**config.mk**
```make
export PLATFORM = sky130hd
export DESIGN_NAME = legup_jtag_bytes_to_packets
export DESIGN_NICKNAME = d
export VERILOG_FILES = /design/src/rtl/legup_jtag_st_pkg.sv /design/src/rtl/legup_st_out_reg.sv /design/src/rtl/legup_jtag_bytes_to_packets.sv
export SDC_FILE = /design/constraint.sdc
export NUM_CORES = 1
export LEC_CHECK = 0
export CAP_MARGIN = 30
export CORE_MARGIN = 8
export CORE_UTILIZATION = 44
export CTS_CLUSTER_SIZE = 25
export DETAILED_ROUTE_END_ITERATION = 8
export PLACE_DENSITY = 0.85
export SLEW_MARGIN = 20
export SYNTH_ARGS = -nofsm -noshare
export SYNTH_HDL_FRONTEND = slang
export SYNTH_SLANG_ARGS = --single-unit
```
**constraint.sdc**
```tcl
create_clock -name clk -period 1.6 [get_ports clk]
set_clock_uncertainty 0.15 [all_clocks]
set_input_delay 0.24 -clock clk [delete_from_list [all_inputs] [get_ports clk]]
set_output_delay 0.24 -clock clk [all_outputs]
set_load 0.005 [all_outputs]
```
**src/rtl/legup_jtag_st_pkg.sv**
```systemverilog
// Shared definitions for the JTAG bridge byte <-> packet codec.
// Both the packet-to-byte encoder and the byte-to-packet decoder import this
// package, so the special byte values stay consistent on both sides of the link.
//   SOP_CHAR/EOP_CHAR/CHAN_CHAR/ESC_CHAR : in-band control bytes
//   ESC_XOR                              : mask applied to the byte after ESC_CHAR
//   b2p_state_t                          : decoder FSM state
package legup_jtag_st_pkg;

   localparam logic [7:0] SOP_CHAR  = 8'h7A;
   localparam logic [7:0] EOP_CHAR  = 8'h7B;
   localparam logic [7:0] CHAN_CHAR = 8'h7C;
   localparam logic [7:0] ESC_CHAR  = 8'h7D;
   localparam logic [7:0] ESC_XOR   = 8'h20;

   typedef enum logic [1:0] {
      B2P_DATA     = 2'd0,
      B2P_ESC      = 2'd1,
      B2P_CHAN     = 2'd2,
      B2P_CHAN_ESC = 2'd3
   } b2p_state_t;

endpackage

```
**src/rtl/legup_st_out_reg.sv**
```systemverilog
// One-entry valid/ready output register for an Avalon-ST beat
// (data, sop, eop, channel). A new beat can be loaded in the same cycle the
// held beat is popped, so a full-rate stream passes with no bubbles.
// Ports:
//   clk, reset      : clock, asynchronous active-high reset
//   load_i          : upstream presents a beat this cycle (only taken when in_ready_o)
//   data_i/sop_i/eop_i/chan_i : beat fields to load
//   in_ready_o      : register can accept a beat (empty or being drained)
//   out_ready_i     : downstream ready
//   out_*_o         : registered beat presented downstream
module legup_st_out_reg (
   input  logic       clk,
   input  logic       reset,
   input  logic       load_i,
   input  logic [7:0] data_i,
   input  logic       sop_i,
   input  logic       eop_i,
   input  logic [7:0] chan_i,
   output logic       in_ready_o,
   input  logic       out_ready_i,
   output logic       out_valid_o,
   output logic [7:0] out_data_o,
   output logic       out_sop_o,
   output logic       out_eop_o,
   output logic [7:0] out_chan_o
);

   logic       valid_q;
   logic [7:0] data_q;
   logic       sop_q;
   logic       eop_q;
   logic [7:0] chan_q;

   assign in_ready_o = !valid_q || out_ready_i;

   always_ff @(posedge clk or posedge reset) begin
      if (reset) begin
         valid_q <= 1'b0;
         data_q  <= 8'h00;
         sop_q   <= 1'b0;
         eop_q   <= 1'b0;
         chan_q  <= 8'h00;
      end else if (in_ready_o) begin
         // Register is empty or being popped: it holds whatever arrives now.
         valid_q <= load_i;
         if (load_i) begin
            data_q <= data_i;
            sop_q  <= sop_i;
            eop_q  <= eop_i;
            chan_q <= chan_i;
         end
      end
   end

   assign out_valid_o = valid_q;
   assign out_data_o  = data_q;
   assign out_sop_o   = sop_q;
   assign out_eop_o   = eop_q;
   assign out_chan_o  = chan_q;

endmodule

```
**src/rtl/legup_jtag_bytes_to_packets.sv**
```systemverilog
// Decodes the escape-coded JTAG byte stream into Avalon-ST packet beats.
// Control bytes (SOP/EOP/CHAN/ESC) are consumed by the FSM and never appear as
// beats; SOP/EOP only flag the next payload byte, the channel persists until
// the next channel selection.
// Optional build macro: CHANNEL_FILTER_EN -- payload on a nonzero channel is
// consumed silently and out_channel is tied to 0.
// Ports:
//   clk, reset                 : clock, asynchronous active-high reset
//   in_valid/in_ready/in_data  : encoded byte stream
//   out_valid/out_ready/out_data/out_startofpacket/out_endofpacket/out_channel
//                              : registered packet stream
module legup_jtag_bytes_to_packets
   import legup_jtag_st_pkg::*;
(
   input  logic       clk,
   input  logic       reset,
   output logic       in_ready,
   input  logic       in_valid,
   input  logic [7:0] in_data,
   input  logic       out_ready,
   output logic       out_valid,
   output logic [7:0] out_data,
   output logic       out_startofpacket,
   output logic       out_endofpacket,
   output logic [7:0] out_channel
);

   b2p_state_t state_q;
   logic       sop_q;
   logic       eop_q;
   logic [7:0] chan_q;

   logic       accept;
   logic       is_payload;
   logic [7:0] payload;
   logic       load;
   logic [7:0] beat_chan;

   assign accept = in_valid && in_ready;

   always_comb begin
      is_payload = 1'b0;
      payload    = in_data;
      case (state_q)
         B2P_DATA: is_payload = (in_data != SOP_CHAR) && (in_data != EOP_CHAR) &&
                                (in_data != CHAN_CHAR) && (in_data != ESC_CHAR);
         B2P_ESC: begin
            is_payload = 1'b1;
            payload    = in_data ^ ESC_XOR;
         end
         default: is_payload = 1'b0;
      endcase
   end

`ifdef CHANNEL_FILTER_EN
   // Only channel 0 traffic reaches the output; others are swallowed.
   assign load      = accept && is_payload && (chan_q == 8'h00);
   assign beat_chan = 8'h00;
`else
   assign load      = accept && is_payload;
   assign beat_chan = chan_q;
`endif

   always_ff @(posedge clk or posedge reset) begin
      if (reset) begin
         state_q <= B2P_DATA;
         sop_q   <= 1'b0;
         eop_q   <= 1'b0;
         chan_q  <= 8'h00;
      end else if (accept) begin
         case (state_q)
            B2P_DATA: begin
               case (in_data)
                  SOP_CHAR:  sop_q   <= 1'b1;
                  EOP_CHAR:  eop_q   <= 1'b1;
                  CHAN_CHAR: state_q <= B2P_CHAN;
                  ESC_CHAR:  state_q <= B2P_ESC;
                  default: begin
                     // Payload consumed (emitted or filtered): flags are spent.
                     sop_q <= 1'b0;
                     eop_q <= 1'b0;
                  end
               endcase
            end
            B2P_ESC: begin
               sop_q   <= 1'b0;
               eop_q   <= 1'b0;
               state_q <= B2P_DATA;
            end
            B2P_CHAN: begin
               if (in_data == ESC_CHAR) begin
                  state_q <= B2P_CHAN_ESC;
               end else begin
                  chan_q  <= in_data;
                  state_q <= B2P_DATA;
               end
            end
            default: begin
               chan_q  <= in_data ^ ESC_XOR;
               state_q <= B2P_DATA;
            end
         endcase
      end
   end

   legup_st_out_reg u_out_reg (
      .clk         (clk),
      .reset       (reset),
      .load_i      (load),
      .data_i      (payload),
      .sop_i       (sop_q),
      .eop_i       (eop_q),
      .chan_i      (beat_chan),
      .in_ready_o  (in_ready),
      .out_ready_i (out_ready),
      .out_valid_o (out_valid),
      .out_data_o  (out_data),
      .out_sop_o   (out_startofpacket),
      .out_eop_o   (out_endofpacket),
      .out_chan_o  (out_channel)
   );

endmodule
```
# Word-level counts from Yosys, hierarchy flattened
# Index checks and enable logic that the tools add are counted.
[word_totals] out_inout_bits=20 input_bits=12 reg_bits=31
[classes] n_eq_ne=14 n_reduce_logical=17 n_bitwise=2 mux=11
[ops] operator="equality test 8 x 7 -> 1 bit, second input constant" count=4
[ops] operator="!= test 8 x 7 -> 1 bit, second input constant" count=4
[ops] operator="case mux 8 bit (2 select lines)" count=1
[ops] operator="case mux 1 bit (2 select lines)" count=5
[ops] operator="AND reduction 3 bit" count=3
[ops] operator="2-to-1 mux 8 bit" count=1
[ops] operator="case mux 2 bit (2 select lines)" count=2
[ops] operator="2-to-1 mux 6 bit" count=1
[ops] operator="!= test 2 bit, second input constant" count=3
[ops] operator="OR reduction 3 bit" count=2
[ops] operator="logical AND 1 bit" count=5
[ops] operator="AND reduction 2 bit" count=2
[ops] operator="!= test 3 x 2 -> 1 bit, second input constant" count=1
[ops] operator="equality test 2 x 1 -> 1 bit, second input constant" count=1
[ops] operator="equality test 2 bit, second input constant" count=1
[ops] operator="logical NOT 2 bit" count=1
[ops] operator="2-to-1 mux 2 bit" count=1
[ops] operator="NOT 1 bit" count=2
[ops] operator="nonzero test 2 bit" count=1
[ops] operator="OR reduction 2 bit" count=1
[ops] operator="logical NOT 1 bit" count=1
[ops] operator="logical OR 1 bit" count=1

# Longest topological paths before layout
[logic_depth] word_depth=7 depth_mapped=7 mapped_depth_nobuf=4

# Modules after synthesis
# A second synthesis with hierarchy kept.
[hier_totals] cells_unflattened=101 area_unflattened_um2=1425.1
[by_module_without_submodules] module="legup_st_out_reg" area_per_inst_um2=762.0 cells_per_inst=42 instances=1 seq_area_each_um2=475.5
[by_module_without_submodules] module="legup_jtag_bytes_to_packets" area_per_inst_um2=663.1 cells_per_inst=59 instances=1 seq_area_each_um2=300.3

# Worst setup path before layout
# OpenSTA, ideal clock, no wires.
[synth_timing] path_type="reg2reg" from="register u_out_reg.valid_q (netlist: u_out_reg.out_valid_o)" to="register u_out_reg.chan_q[0] (netlist: u_out_reg.out_chan_o[0])" path_buffers=3 path_stages_with_launch=8 setup_ns=0.125 setup_slack_ns=-0.137 t_arrival_ns=1.462 path_cell_list="dfrtp_1 -> nand2b_4 -> buf_6 -> and3_2 -> buf_2 -> o21a_1 -> buf_6 -> mux2_4"
[synth_via] elab_chain_cells=5
[synth_rtl] element="start: declaration" line="legup_st_out_reg.sv:28" text="logic valid_q;"
[synth_rtl] element="start signal: assignment" line="legup_st_out_reg.sv:45" text="valid_q <= load_i;"
[synth_rtl] element="logical NOT 1 bit (*)" line="legup_st_out_reg.sv:34" text="assign in_ready_o = !valid_q || out_ready_i;"
[synth_rtl] element="logical OR 1 bit (*)" line="legup_st_out_reg.sv:34"
[synth_rtl] element="named net in_ready" line="legup_jtag_bytes_to_packets.sv:17" text="output logic in_ready,"
[synth_rtl] element="logical AND 1 bit" line="legup_jtag_bytes_to_packets.sv:39" text="assign accept = in_valid && in_ready;"
[synth_rtl] element="logical AND 1 bit" line="legup_jtag_bytes_to_packets.sv:60" text="assign load = accept && is_payload;"
[synth_rtl] element="AND reduction 2 bit (no line) (*)"
[synth_rtl] element="end signal: assignment" line="legup_st_out_reg.sv:50" text="chan_q <= chan_i;"
[synth_rtl] element="end: declaration" line="legup_st_out_reg.sv:32" text="logic [7:0] chan_q;"
# Mark *: on every way through the listed nets, which the timed path passes. The rest lies on a longest branch.
# A chain may end at the register's enable or synchronous reset.

# Worst setup path in the final report
[layout_timing] from="input port in_data[6]" to="register u_out_reg.sop_q (netlist: u_out_reg.out_sop_o)"
[layout_via] elab_chain_cells=7 word_cells_on_any_way=10 classes_between="eq/ne: 4; mux: 1; reduce/logical: 5"
[layout_rtl] element="start: declaration" line="legup_jtag_bytes_to_packets.sv:19" text="input logic [7:0] in_data,"
[layout_rtl] element="!= test 8 x 7 -> 1 bit" line="legup_jtag_bytes_to_packets.sv:45" text="B2P_DATA: is_payload = (in_data != SOP_CHAR) && (in_data != EOP_CHAR) &&"
[layout_rtl] element="logical AND 1 bit (2 in series)" line="legup_jtag_bytes_to_packets.sv:45"
[layout_rtl] element="logical AND 1 bit (*)" line="legup_jtag_bytes_to_packets.sv:46" text="(in_data != CHAN_CHAR) && (in_data != ESC_CHAR);"
[layout_rtl] element="case mux 1 bit (2 select lines) (*)" line="legup_jtag_bytes_to_packets.sv:44" text="case (state_q)"
[layout_rtl] element="logical AND 1 bit (*)" line="legup_jtag_bytes_to_packets.sv:60"
[layout_rtl] element="AND reduction 2 bit (no line) (*)"
[layout_rtl] element="end signal: assignment" line="legup_st_out_reg.sv:48" text="sop_q <= sop_i;"
[layout_rtl] element="end: declaration" line="legup_st_out_reg.sv:30" text="logic sop_q;"
# Every way passes the cells marked *; elsewhere a longest branch is shown, timed or not.

==> metrics.txt <==
Iteration-0 DRC Markers=slightly below 60; area leader, netlist=dfrtp_1; GRT overflow=0; Register-to-Register Path Depth=5; share of the synthesized area in the top cell type=between 50% and 60%; most frequent cells after synthesis=31 x dfrtp_1, 10 x mux2_2, 9 x mux2_4; top_reg_cell synth=dfrtp_1; Synth area leaders=dfrtp_1 54%, mux2_4 9.4%, mux2_2 7.8%, bufbuf_16 2.3%, nand2_1 2.1%; die area=~5400 sq um; Mean Syn Cell Area=roughly 13 sq um; post-route cell area=2280 sq um; CTS Buffer Depth=2; RSZ-0062 raised after global routing=true; Die H=roughly 73 um; asr flop ratio synth=100%; Seq cells post-synth=31; Inserted Diodes=0; FF-to-FF End=u_out_reg.out_sop_o$_DFFE_PP0P_; Max-slew headroom=about 73%; delay-heaviest family, CP=buffers and inverters; fin nets=200; Worst R2R Setup Slack=-0.11 ns; H-tree depth=2; synth warn=0; Root Driver=clkbuf_4; area post-placement=just under 2000 sq um; Syn Inst Count=about 110; violated checks=negative setup slack; maximum number of pins on one net before global-route repair=32; buffers and inverters on the worst path=2; Vias=approximately 1,200; overall routing resource usage=between 10 and 15%; dpl hpwl=2600 um; DRC errors left=0; CP peak stage delay=~0.54 ns; clk sinks=31; Area Growth Syn to Fin=57.5%; data required time of the critical path=1.66 ns; EDFF count, synth=0; pwr dens=around 970 nW/um^2; CTS Buf Count=5; vias per cell=~5.0; TritonCTS clock tree=yes; Critical Path Sink Type=flop; CP Data Arrival Time=1.77 ns; Final Hold Vio Count=0; total leakage power=about 1.2 nW; Hold WC Path Type=in2async; WL final=3680 um; Critical path origin=in_data[6]; Worst-Margin Slew=roughly 0.4 ns; post-route setup slack=-0.105 ns; initial antenna violation count=0; VDD IR max=approximately 0.00042 V; Crit-path slowest cell=clkdlybuf4s50_1; period utilisation layout=107%; first-pass GRT wire length=between 5000 and 6000 um; clk slew on worst S/H paths=0.10 ns; core region area=approximately 3200 sq um; Cell Area, Synth=1450 sq um; antenna-violating nets left=0; critical path cell sequence=clkdlybuf4s50_1, nand2b_4, or2_4, o21a_4, clkbuf_16, mux2_4; Site Rows=21; post-synthesis net count=around 130; Setup Viol. Count Final=15; io pins=32; drt wl/cell=15.7 um; Max Cap Viol=0; min cycle time layout=1.71 ns; Setup TNS Final=-0.965 ns; Max Transition Viols Final=0; Die X=73.3 um; Clock Latency Late Sink=0.32 ns; reg2reg start=state_q[0]$_DFFE_PP0P_; vias in the first global route=1,270; PortBufs=31; initial core utilization=between 40% and 50%; layout cells sized above 1=a little over two fifths; post-synthesis sequential area ratio=53.7%; Pre-antenna DRT Iters=4; most common cell in the netlist=dfrtp_1; cts hold-fix bufs=0; Distinct cells, synth=32; status=complete, but fails checks; Setup Crit Path Kind=in2reg; Max Fclk=slightly below 0.6 GHz; crit start category=input port; RePlAce Congestion=~0.80; highest net fanout along the worst path=4
==> logic make-up after synthesis <==
logic type,count (synthesis),share of synthesized area (%)
mux,19,17.1
compound gates,24,11.9
buf+inv,12,6.32
xor+xnor,3,1.82
flops,31,53.7
simple gates,24,9.09
==> through the flow <==
step,total power [mW],util (%),setup WS [ns],hold slack (ns),instances
after global placement,1.49,61.5,-0.499,0.333,209
after floorplan,1.22,-,-0.101,0.194,113
final,2.21,70.4,-0.105,0.146,235
after global routing,2.33,70.4,-0.145,0.170,235
after detailed placement,1.52,61.5,-0.529,0.336,209
after CTS,2.21,67.9,-0.114,0.141,233
==> power by group <==
group / internal (mW) / total [mW] / switching, mW
sequential: 0.895 / 0.958 / 0.0631
clock: 0.369 / 0.634 / 0.265
combinational: 0.407 / 0.621 / 0.214
total: 1.67 / 2.21 / 0.542
==> layout by cell type, fill, tap and decap left out, types with 2 or more instances in the layout <==
| cell | instances |
|---|---|
| o22a_1 | 3 |
| buf_6 | 3 |
| clkbuf_4 | 5 |
| buf_4 | 38 |
| xnor2_1 | 2 |
| o22ai_1 | 3 |
| clkdlybuf4s50_1 | 7 |
| nor2_1 | 3 |
| nand2b_4 | 2 |
| nand3_1 | 4 |
| dlymetal6s2s_1 | 5 |
| nand2_1 | 8 |
| inv_1 | 6 |
| mux2_4 | 19 |
| dlygate4sd2_1 | 18 |
| o211ai_1 | 2 |
| a21oi_1 | 4 |
| dfrtp_1 | 31 |
| nor3_1 | 2 |
| a31oi_1 | 3 |
==> metal layers <==
metal | vias to the layer above | GRT usage, % | share of wire (%)
met5 | - | 0 | 0
met4 | 0 | 5.54 | 1.2
met3 | 6 | 6.00 | 6.9
met2 | 34 | 24.3 | 51
met1 | 582 | 14.9 | 41
li1 | 560 | - | -
==> tightest hold or removal path: cells and delay by family <==
kind | cells | cell delay, ns
buf+inv | 3 | 0.81
==> sequential cells by signal, summed over array words and instances, names as in the netlist <==
signal,count
beat_chan,8
eop_q,1
sop_q,1
state_q,2
u_out_reg.out_chan_o,8
u_out_reg.out_data_o,8
u_out_reg.out_eop_o,1
u_out_reg.out_sop_o,1
u_out_reg.out_valid_o,1
==> worst max-delay path by stage <==
stage	to	slack (ns)	cells past startpoint
2_1_floorplan	u_out_reg.out_chan_o[0]$_DFFE_PP0P_	-0.10	7
3_3_place_gp	u_out_reg.out_sop_o$_DFFE_PP0P_	-0.50	6
3_5_place_dp	u_out_reg.out_chan_o[2]$_DFFE_PP0P_	-0.53	5
4_1_cts	u_out_reg.out_chan_o[0]$_DFFE_PP0P_	-0.11	5
5_1_grt	u_out_reg.out_chan_o[6]$_DFFE_PP0P_	-0.14	5
6_report	u_out_reg.out_sop_o$_DFFE_PP0P_	-0.11	6
==> what timing repair did <==
action	4_1_cts	5_1_grt
buffers inserted	16	1
setup endpoints to repair	40	25
resized for setup	25	16
pin swaps	4	2
cloned	0	1
==> area by class of cell <==
cell class | instances | area, sq um
Fill cell | 243 | 956
Multi-Input combinational cell | 70 | 674
Timing Repair Buffer | 74 | 659
Inverter | 6 | 22.5
Sequential cell | 31 | 776
Clock inverter | 2 | 35.0
Tap cell | 46 | 57.6
Clock buffer | 6 | 51.3
Power figures use the tool's default switching activity.
